$ cat src/rtl/multicycle_ctrl_if.sv
// rtl/multicycle_ctrl_if.sv - datapath control bundle between multicycle_ctrl and the MIPS datapath
interface multicycle_ctrl_if;
    logic        run;
    logic [31:0] instruction;
    logic        alu_zero;
    logic        inst_sram_en;
    logic        ir_wen;
    logic        data_sram_en;
    logic [3:0]  data_sram_wen;
    logic        reg_wen;
    logic [1:0]  control_reg_waddr;
    logic [1:0]  control_reg_wdata;
    logic [3:0]  alu_op;
    logic        alu_src_a;
    logic [1:0]  alu_src_b;
    logic        pc_wen;
    logic [1:0]  pc_src;
    logic        illegal_inst;

    modport master (
        input  run, instruction, alu_zero,
        output inst_sram_en, ir_wen, data_sram_en, data_sram_wen, reg_wen,
               control_reg_waddr, control_reg_wdata, alu_op, alu_src_a, alu_src_b,
               pc_wen, pc_src, illegal_inst
    );

    modport slave (
        output run, instruction, alu_zero,
        input  inst_sram_en, ir_wen, data_sram_en, data_sram_wen, reg_wen,
               control_reg_waddr, control_reg_wdata, alu_op, alu_src_a, alu_src_b,
               pc_wen, pc_src, illegal_inst
    );
endinterface

$ cat src/rtl/multicycle_ctrl.sv
// rtl/multicycle_ctrl.sv - multi-cycle MIPS control FSM (IF/IW/ID/EX/MEM/MW/WB)
// Optional MULTICYCLE_CTRL_PERF_EN adds perf_cycles / perf_retired counters.
module multicycle_ctrl (
    input  logic               clk,
    input  logic               resetn,
    multicycle_ctrl_if.master  bus,
    output logic [2:0]         state
`ifdef MULTICYCLE_CTRL_PERF_EN
    ,
    output logic [31:0]        perf_cycles,
    output logic [31:0]        perf_retired
`endif
);
    typedef enum logic [2:0] {
        S_IF  = 3'd0,
        S_IW  = 3'd1,
        S_ID  = 3'd2,
        S_EX  = 3'd3,
        S_MEM = 3'd4,
        S_MW  = 3'd5,
        S_WB  = 3'd6
    } state_t;

    typedef enum logic [3:0] {
        C_RALU, C_ADDIU, C_LW, C_SW, C_BEQ, C_BNE, C_J, C_JAL, C_LUI, C_BAD
    } iclass_t;

    state_t      state_q, state_d;
    iclass_t     iclass;
    logic [3:0]  r_op;
    logic [5:0]  opcode;
    logic [5:0]  funct;

    assign opcode = bus.instruction[31:26];
    assign funct  = bus.instruction[5:0];
    assign state  = state_q;

    always_comb begin
        iclass = C_BAD;
        r_op   = 4'd0;
        case (opcode)
            6'h00: begin
                iclass = C_RALU;
                case (funct)
                    6'h21:   r_op = 4'd0;
                    6'h23:   r_op = 4'd1;
                    6'h24:   r_op = 4'd2;
                    6'h25:   r_op = 4'd3;
                    6'h2A:   r_op = 4'd4;
                    6'h00:   r_op = 4'd5;
                    default: iclass = C_BAD;
                endcase
            end
            6'h02:   iclass = C_J;
            6'h03:   iclass = C_JAL;
            6'h04:   iclass = C_BEQ;
            6'h05:   iclass = C_BNE;
            6'h09:   iclass = C_ADDIU;
            6'h0F:   iclass = C_LUI;
            6'h23:   iclass = C_LW;
            6'h2B:   iclass = C_SW;
            default: iclass = C_BAD;
        endcase
    end

    always_ff @(posedge clk or negedge resetn) begin
        if (!resetn) state_q <= S_IF;
        else         state_q <= state_d;
    end

    always_comb begin
        state_d               = S_IF;
        bus.inst_sram_en      = 1'b0;
        bus.ir_wen            = 1'b0;
        bus.data_sram_en      = 1'b0;
        bus.data_sram_wen     = 4'h0;
        bus.reg_wen           = 1'b0;
        bus.control_reg_waddr = 2'b00;
        bus.control_reg_wdata = 2'b00;
        bus.alu_op            = 4'd0;
        bus.alu_src_a         = 1'b0;
        bus.alu_src_b         = 2'b00;
        bus.pc_wen            = 1'b0;
        bus.pc_src            = 2'b00;
        bus.illegal_inst      = 1'b0;
        case (state_q)
            S_IF: begin
                if (bus.run) begin
                    bus.inst_sram_en = 1'b1;
                    state_d          = S_IW;
                end else begin
                    state_d = S_IF;
                end
            end
            S_IW: begin
                bus.ir_wen = 1'b1;
                state_d    = S_ID;
            end
            S_ID: begin
                case (iclass)
                    C_J: begin
                        bus.pc_wen = 1'b1;
                        bus.pc_src = 2'b10;
                        state_d    = S_IF;
                    end
                    C_LUI: state_d = S_WB;
                    C_BAD: begin
                        bus.illegal_inst = 1'b1;
                        bus.pc_wen       = 1'b1;
                        state_d          = S_IF;
                    end
                    default: state_d = S_EX;
                endcase
            end
            S_EX: begin
                case (iclass)
                    C_RALU: begin
                        bus.alu_op = r_op;
                        state_d    = S_WB;
                    end
                    C_ADDIU: begin
                        bus.alu_src_b = 2'b01;
                        state_d       = S_WB;
                    end
                    C_LW, C_SW: begin
                        bus.alu_src_b = 2'b01;
                        state_d       = S_MEM;
                    end
                    C_BEQ, C_BNE: begin
                        bus.alu_op = 4'd1;
                        bus.pc_wen = 1'b1;
                        // Taken when the equality test matches the branch sense.
                        if ((iclass == C_BEQ) == bus.alu_zero) bus.pc_src = 2'b01;
                        state_d = S_IF;
                    end
                    C_JAL: begin
                        bus.alu_src_a = 1'b1;
                        bus.alu_src_b = 2'b10;
                        state_d       = S_WB;
                    end
                    default: state_d = S_IF;
                endcase
            end
            S_MEM: begin
                bus.data_sram_en = 1'b1;
                bus.alu_src_b    = 2'b01;
                if (iclass == C_SW) begin
                    bus.data_sram_wen = 4'hF;
                    bus.pc_wen        = 1'b1;
                    state_d           = S_IF;
                end else begin
                    state_d = S_MW;
                end
            end
            S_MW: begin
                // Keep the effective address on the bus while load data settles.
                bus.alu_src_b = 2'b01;
                state_d       = S_WB;
            end
            S_WB: begin
                bus.reg_wen = 1'b1;
                bus.pc_wen  = 1'b1;
                case (iclass)
                    C_ADDIU: bus.control_reg_waddr = 2'b01;
                    C_LW: begin
                        bus.control_reg_waddr = 2'b01;
                        bus.control_reg_wdata = 2'b01;
                    end
                    C_LUI: begin
                        bus.control_reg_waddr = 2'b01;
                        bus.control_reg_wdata = 2'b10;
                    end
                    C_JAL: begin
                        bus.control_reg_waddr = 2'b10;
                        bus.pc_src            = 2'b10;
                    end
                    default: ;
                endcase
                state_d = S_IF;
            end
            default: state_d = S_IF;
        endcase
    end

`ifdef MULTICYCLE_CTRL_PERF_EN
    always_ff @(posedge clk or negedge resetn) begin
        if (!resetn) begin
            perf_cycles  <= 32'd0;
            perf_retired <= 32'd0;
        end else begin
            if (!(state_q == S_IF && !bus.run)) perf_cycles <= perf_cycles + 32'd1;
            if (bus.pc_wen) perf_retired <= perf_retired + 32'd1;
        end
    end
`endif
endmodule

$ cat src/flat_wrapper.sv
// flat-port wrapper written by rule: the top's interface ports become plain ports
module multicycle_ctrl_flat 
  (clk, resetn, state, bus_run, bus_instruction, bus_alu_zero, bus_inst_sram_en, bus_ir_wen, bus_data_sram_en, bus_data_sram_wen, bus_reg_wen, bus_control_reg_waddr, bus_control_reg_wdata, bus_alu_op, bus_alu_src_a, bus_alu_src_b, bus_pc_wen, bus_pc_src, bus_illegal_inst);
  multicycle_ctrl_if bus_i ();
  input  logic clk;
  input  logic resetn;
  output logic [2:0] state;
  input wire logic [$bits(bus_i.run)-1:0] bus_run;
  input wire logic [$bits(bus_i.instruction)-1:0] bus_instruction;
  input wire logic [$bits(bus_i.alu_zero)-1:0] bus_alu_zero;
  output wire logic [$bits(bus_i.inst_sram_en)-1:0] bus_inst_sram_en;
  output wire logic [$bits(bus_i.ir_wen)-1:0] bus_ir_wen;
  output wire logic [$bits(bus_i.data_sram_en)-1:0] bus_data_sram_en;
  output wire logic [$bits(bus_i.data_sram_wen)-1:0] bus_data_sram_wen;
  output wire logic [$bits(bus_i.reg_wen)-1:0] bus_reg_wen;
  output wire logic [$bits(bus_i.control_reg_waddr)-1:0] bus_control_reg_waddr;
  output wire logic [$bits(bus_i.control_reg_wdata)-1:0] bus_control_reg_wdata;
  output wire logic [$bits(bus_i.alu_op)-1:0] bus_alu_op;
  output wire logic [$bits(bus_i.alu_src_a)-1:0] bus_alu_src_a;
  output wire logic [$bits(bus_i.alu_src_b)-1:0] bus_alu_src_b;
  output wire logic [$bits(bus_i.pc_wen)-1:0] bus_pc_wen;
  output wire logic [$bits(bus_i.pc_src)-1:0] bus_pc_src;
  output wire logic [$bits(bus_i.illegal_inst)-1:0] bus_illegal_inst;
  assign bus_i.run = bus_run;
  assign bus_i.instruction = bus_instruction;
  assign bus_i.alu_zero = bus_alu_zero;
  assign bus_inst_sram_en = bus_i.inst_sram_en;
  assign bus_ir_wen = bus_i.ir_wen;
  assign bus_data_sram_en = bus_i.data_sram_en;
  assign bus_data_sram_wen = bus_i.data_sram_wen;
  assign bus_reg_wen = bus_i.reg_wen;
  assign bus_control_reg_waddr = bus_i.control_reg_waddr;
  assign bus_control_reg_wdata = bus_i.control_reg_wdata;
  assign bus_alu_op = bus_i.alu_op;
  assign bus_alu_src_a = bus_i.alu_src_a;
  assign bus_alu_src_b = bus_i.alu_src_b;
  assign bus_pc_wen = bus_i.pc_wen;
  assign bus_pc_src = bus_i.pc_src;
  assign bus_illegal_inst = bus_i.illegal_inst;
  multicycle_ctrl u_core (.clk(clk), .resetn(resetn), .bus(bus_i), .state(state));
endmodule
$ cat config.mk
export PLATFORM = sky130hd
export DESIGN_NAME = multicycle_ctrl_flat
export DESIGN_NICKNAME = d
export VERILOG_FILES = /design/src/rtl/multicycle_ctrl_if.sv /design/src/rtl/multicycle_ctrl.sv /design/src/flat_wrapper.sv
export SDC_FILE = /design/constraint.sdc
export NUM_CORES = 1
export LEC_CHECK = 0
export ABC_CLOCK_PERIOD_IN_PS = 4410
export BUFFER_PORTS_ARGS = -buffer_cell sky130_fd_sc_hd__buf_2
export CORE_MARGIN = 1
export CORE_UTILIZATION = 25
export CTS_BUF_LIST = sky130_fd_sc_hd__clkbuf_16
export DETAILED_ROUTE_END_ITERATION = 10
export HOLD_SLACK_MARGIN = 0.08
export PLACE_DENSITY_LB_ADDON = 0.05
export SYNTH_ARGS = -nofsm -noshare
export SYNTH_HDL_FRONTEND = slang
export SYNTH_SLANG_ARGS = --single-unit
$ cat constraint.sdc
create_clock -name clk -period 4.41 [get_ports clk]
set_input_delay 0.2205 -clock clk [delete_from_list [all_inputs] [get_ports clk]]
set_output_delay 0.2205 -clock clk [all_outputs]
set_load 0.005 [all_outputs]
Word level (Yosys, flattened, before mapping)
Index checks and enable logic that the tools add are counted.

Eq/ne operators: 29. Reduce and logical (&&, ||, !) cells: 12. Mux-type cells: 37.

Operator list (number): == test 6 bit, second input constant (7); case mux 4 bit (9 select lines) (1); case mux 3 bit (6 select lines) (1); == test 4 x 3 -> 1 bit, second input constant (4); two-way mux 4 bit (4); case mux 2 bit (2 select lines) (4); case mux 3 bit (5 select lines) (1); two-way mux 1 bit (14); == test 6 x 2 -> 1 bit, second input constant (2); == test 6 x 3 -> 1 bit, second input constant (2); == test 6 x 4 -> 1 bit, second input constant (2); logical NOT 6 bit (2); case mux 3 bit (2 select lines) (2); two-way mux 2 bit (5); == test 3 bit, second input constant (3); OR reduction 3 bit (3); == test 4 x 2 -> 1 bit, second input constant (2); == test 4 bit, second input constant (2); case mux 4 bit (2 select lines) (1); OR reduction 2 bit (4); == test 3 x 2 -> 1 bit, second input constant (2); two-way mux 3 bit (2); case mux 2 bit (3 select lines) (1); OR reduction 6 bit (1); other kinds (6) (6).

Flip-flop bits (word level): 3. Word-level logic and storage cells: 79. Output and inout bits: 26.

Logic depth before layout (Yosys ltp)
Word-level depth: 9. Depth in mapped cells: 6. Mapped depth without buffers: 5.

Least setup slack after synthesis
Ideal clock, no wire load.

Path type: input to output. Start point: in bus_instruction[31]. End point: out bus_pc_src[0]. Buffers on the path: 1. Path slack: 2.365 ns. Stages on the path: 6. Required time: 4.189 ns. Data arrival time: 1.825 ns. Cell sequence: buf_6 -> or4_4 -> or3_4 -> a211oi_4 -> a211oi_1 -> mux2_1.

Longest elaborated chain between the ends: 7. Elaborated cells on any way between the ends: 17. Classes of those cells: 11 x eq/ne; 4 x mux; 2 x reduce/logical.

RTL lines: start: declaration (RTL line flat_wrapper.sv:9) `input wire logic [$bits(bus_i.instruction)-1:0] bus_instruction;`; == test 6 bit (tied with other cells) (RTL line multicycle_ctrl.sv:41) `case (opcode)`; case mux 4 bit (9 select lines) (*) (RTL line multicycle_ctrl.sv:41); == test 4 x 3 -> 1 bit (RTL line multicycle_ctrl.sv:116, multicycle_ctrl.sv:133); == test 1 bit (RTL line multicycle_ctrl.sv:133) `if ((iclass == C_BEQ) == bus.alu_zero) bus.pc_src = 2'b01;`; two-way mux 1 bit (RTL line multicycle_ctrl.sv:133); two-way mux 2 bit (*) (RTL line multicycle_ctrl.sv:116) `case (iclass)`; case mux 2 bit (3 select lines) (*) (RTL line multicycle_ctrl.sv:86) `case (state_q)`; end: declaration (RTL line flat_wrapper.sv:22) `output wire logic [$bits(bus_i.pc_src)-1:0] bus_pc_src;`.

Mark *: on every way between the ends. The rest lies on a longest branch, timed or not.

Final worst setup path
Start point: in bus_instruction[28]. End point: out bus_pc_wen.

Longest elaborated chain between the ends: 6. Elaborated cells on any way between the ends: 21. Classes of those cells: 13 x eq/ne; 5 x mux; 3 x reduce/logical.

RTL lines: == test 6 bit (tied with other cells) (RTL line multicycle_ctrl.sv:41); case mux 4 bit (9 select lines) (*) (RTL line multicycle_ctrl.sv:41); == test 4 x 3 -> 1 bit (tied with other cells) (RTL line multicycle_ctrl.sv:116); OR reduction 2 bit, on equally long branches; two-way mux 1 bit, on equally long branches (RTL line multicycle_ctrl.sv:116, multicycle_ctrl.sv:100); case mux 1 bit (4 select lines) (*) (RTL line multicycle_ctrl.sv:86); end: declaration (RTL line flat_wrapper.sv:21) `output wire logic [$bits(bus_i.pc_wen)-1:0] bus_pc_wen;`.

Marked as above.

==> results by group <==
Status
  • Status: completed

Clocking
  • CTS clk-pin slew, worst paths: 0.03 ns
  • Htree depth: 1
  • Setup bufs post-CTS: 0
  • CTS tree: yes
  • Num CTS Buffers: 3
  • CTS sink count: 3
  • CTS root buffer: clkbuf_16
  • Worst skew pair latency: 0.22 ns
  • Max Root-Sink Buffers: 2
  • Gates resized, CTS repair: 0

Drt
  • Post-route ant nets: 0
  • DR iter-0 viols: 38
  • Total wire length: 2.42 mm
  • DR vias: 995
  • Post-route DRC: 0
  • DRT Pass-1 Iters: 4
  • Post-DR wirelength/cell: 12.5 um
  • Drt via density: 5.13

Floorplanning
  • Die area: 3490 um2
  • Initial Utilization: 0.264
  • Die H: 59.0 um
  • Die Width: 59.0 um
  • Core Rows: 20
  • Area of the core: 3080 um2
  • Io pins: 62

Global route
  • Total congestion overflow: 0
  • GRT Resource Usage Total: 0.144
  • Initial antenna violation count: 0
  • Largest net degree at the start of global routing: 16
  • Vias in the first global route: 903
  • First-pass GRT wire length: 3.89 mm

Power and ir drop
  • Pleak: 0.500 nW
  • Pwr per Cell Area: 345 nW/um2
  • Peak VDD IR: 0.177 mV

Timing
  • Final hold slack: 0.320 ns
  • Final setup skew: 0.000446 ns
  • Tmin final: 2.43 ns
  • Setup TNS: 0 ns
  • Unrepaired setup endpoints after global routing: false
  • Setup Viol. Count Final: 0
  • Final Hold Viols: 0
  • Highest clock rate: 412 MHz
  • Tcrit/Tclk final: 0.551
  • Final Slew Violations: 0

Yosys
  • Cell Area, Synth: 813 um2
  • Compound-Gate Fraction of Synth Area: 0.294
  • Mean Syn Cell Area: 6.95 um2
  • Syn Nets: 153
  • Main synth FF type: dfrtp_1
  • Xor and xnor area share after synthesis: 0.0323
  • Post-synthesis adder-cell area fraction: 0
  • Post-synthesis cell count: 117
  • Synth cell types: 48
  • Largest family of logic cells by synthesized area: simple AND/OR/NAND/NOR gates
  • Ys async rst share: 1.00
  • Syn. warnings: 0
  • Number of synthesized register bits: 3
  • Sequential area share after synthesis: 0.0923
  • Synth Area in Simple Gates: 0.426
  • Mux cell area share after synthesis: 0.0400
  • Post-synth EDFFs: 0

Final layout
  • Syn-to-layout area delta: 33.5%
  • Util after Layout: 0.353
  • Share of layout cells above drive strength 1: 0.333
  • Fillers: 350
  • Final layout net count: 187
  • Final Cell Area: 1090 um2
  • Ant diodes: 0
  • Max FFs per register: 3

Critical path
  • CP Launch Type: input pin
  • Max FO, Critical Path: 14
  • WS Path Type: input pin to output pin
  • CP arrival: 2.21 ns
  • WP data required: 4.19 ns
  • R2R setup slack: 2.99 ns
  • CP endpoint kind: output pin

Placement
  • Placed Area: 997 um2
  • RD Place Congestion: 0.741
  • Port Buffers: 40
  • Post-DP HPWL: 1.88 mm

Job
  • Max-cap violations: 0

Hold path
  • Hold WC Path Type: input pin to async pin
-- per-layer routing --
layer / GRT usage / part of all wire / vias up
met2: 0.229 / 0.46 / 33
met3: 0.0262 / 0.062 / 0
met1: 0.200 / 0.48 / 464
met4: 0.0408 / 0 / 0
li1: - / - / 498
met5: 0 / 0 / -
-- cells by family after synthesis --
logic type	Yosys count
AOI/OAI and AO/OA	29
xor gates and xnor gates	3
buffers and inverters	17
DFF	3
muxes	3
other	1
and+or+nand+nor	61
-- placed cells by master (no fill, tap or decap), drive strengths merged, types with 2 or more instances in the layout --
| cell | synthesis | final |
|---|---|---|
| or4 | 2 | 2 |
| buf | 6 | 40 |
| nand2b | 2 | 2 |
| a21o | 2 | 2 |
| and3 | 4 | 4 |
| a22o | 2 | 2 |
| or3b | 2 | 2 |
| dfrtp | 3 | 3 |
| nand2 | 9 | 9 |
| o22ai | 2 | 2 |
| nor2 | 12 | 12 |
| mux2 | 2 | 2 |
| nand3 | 3 | 3 |
| or3 | 4 | 4 |
| inv | 5 | 6 |
| nor3b | 2 | 2 |
| a221o | 2 | 2 |
| clkbuf | 6 | 3 |
| nor3 | 6 | 6 |
| o311ai | 2 | 2 |
| o21ai | 2 | 2 |
| nor2b | 7 | 7 |
| or2 | 2 | 2 |
| a21oi | 4 | 4 |
| nor4b | 2 | 2 |
| xnor2 | 2 | 2 |
| a211oi | 3 | 3 |
| nor4 | 2 | 2 |
| o31ai | 2 | 2 |
-- path summary, 6_finish.rpt --
kind | startpoint | end | depth (start not counted)
worst min-delay path | resetn | u_core.state[1]$_DFF_PN0_ | 2
min in group clk | bus_run | u_core.state[0]$_DFF_PN0_ | 3
worst max register to register | u_core.state[0]$_DFF_PN0_ | u_core.state[0]$_DFF_PN0_ | 4
worst max-delay path | bus_instruction[28] | bus_pc_wen | 7
max in group asynchronous | resetn | u_core.state[2]$_DFF_PN0_ | 2
worst min register to register | u_core.state[1]$_DFF_PN0_ | u_core.state[1]$_DFF_PN0_ | 2
-- worst max-delay path, cell delays in order --
cell      delay, ns
buf_2          0.18
or4_4          0.56
or3_4          0.36
a211oi_4       0.30
nor2_2         0.11
o311ai_1       0.30
buf_2          0.17
-- power breakdown --
part           internal, mW  switching (mW)  total, mW
Sequential           0.0388          0.0335     0.0723
Combinational        0.0768          0.0839      0.161
Clock                 0.117          0.0249      0.142
Total                 0.232           0.142      0.375
-- area by class of cell --
class                   instances  area (um2)  share of cell area
clock buffers                   3        75.1              0.0691
clock inverters                 1        3.75             0.00346
inverters                       5        18.8              0.0173
multi-input cells              97         648               0.597
flip-flops and latches          3        75.1              0.0691
well taps                      44        55.1              0.0507
repair buffers                 41         210               0.194
-- synth_stat cells (3+ instances only) --
cell / count / area (um2)
a21oi_1: 4 / 20.0
and3_1: 4 / 25.0
buf_4: 5 / 37.5
clkbuf_1: 6 / 22.5
dfrtp_1: 3 / 75.1
inv_1: 5 / 18.8
nand2_1: 9 / 33.8
nand3_1: 3 / 15.0
nor2_1: 11 / 41.3
nor2b_1: 7 / 43.8
nor3_1: 6 / 30.0
or3_1: 3 / 18.8
-- what timing repair did --
item / 4_1_cts / 5_1_grt
hold endpoints to repair: 3 / 0
setup endpoints to repair: 0 / 0
hold buffers: 1 / 0
-- per-stage QoR --
step	setup WS [ns]	instances	total power [mW]
2_1_floorplan	2.36	117	0.153
3_3_place_gp	1.97	189	0.234
3_5_place_dp	1.98	189	0.232
4_1_cts	1.98	194	0.376
5_1_grt	1.88	194	0.399
6_report	1.98	194	0.375
Note: power is estimated with default switching activity, not from simulation.
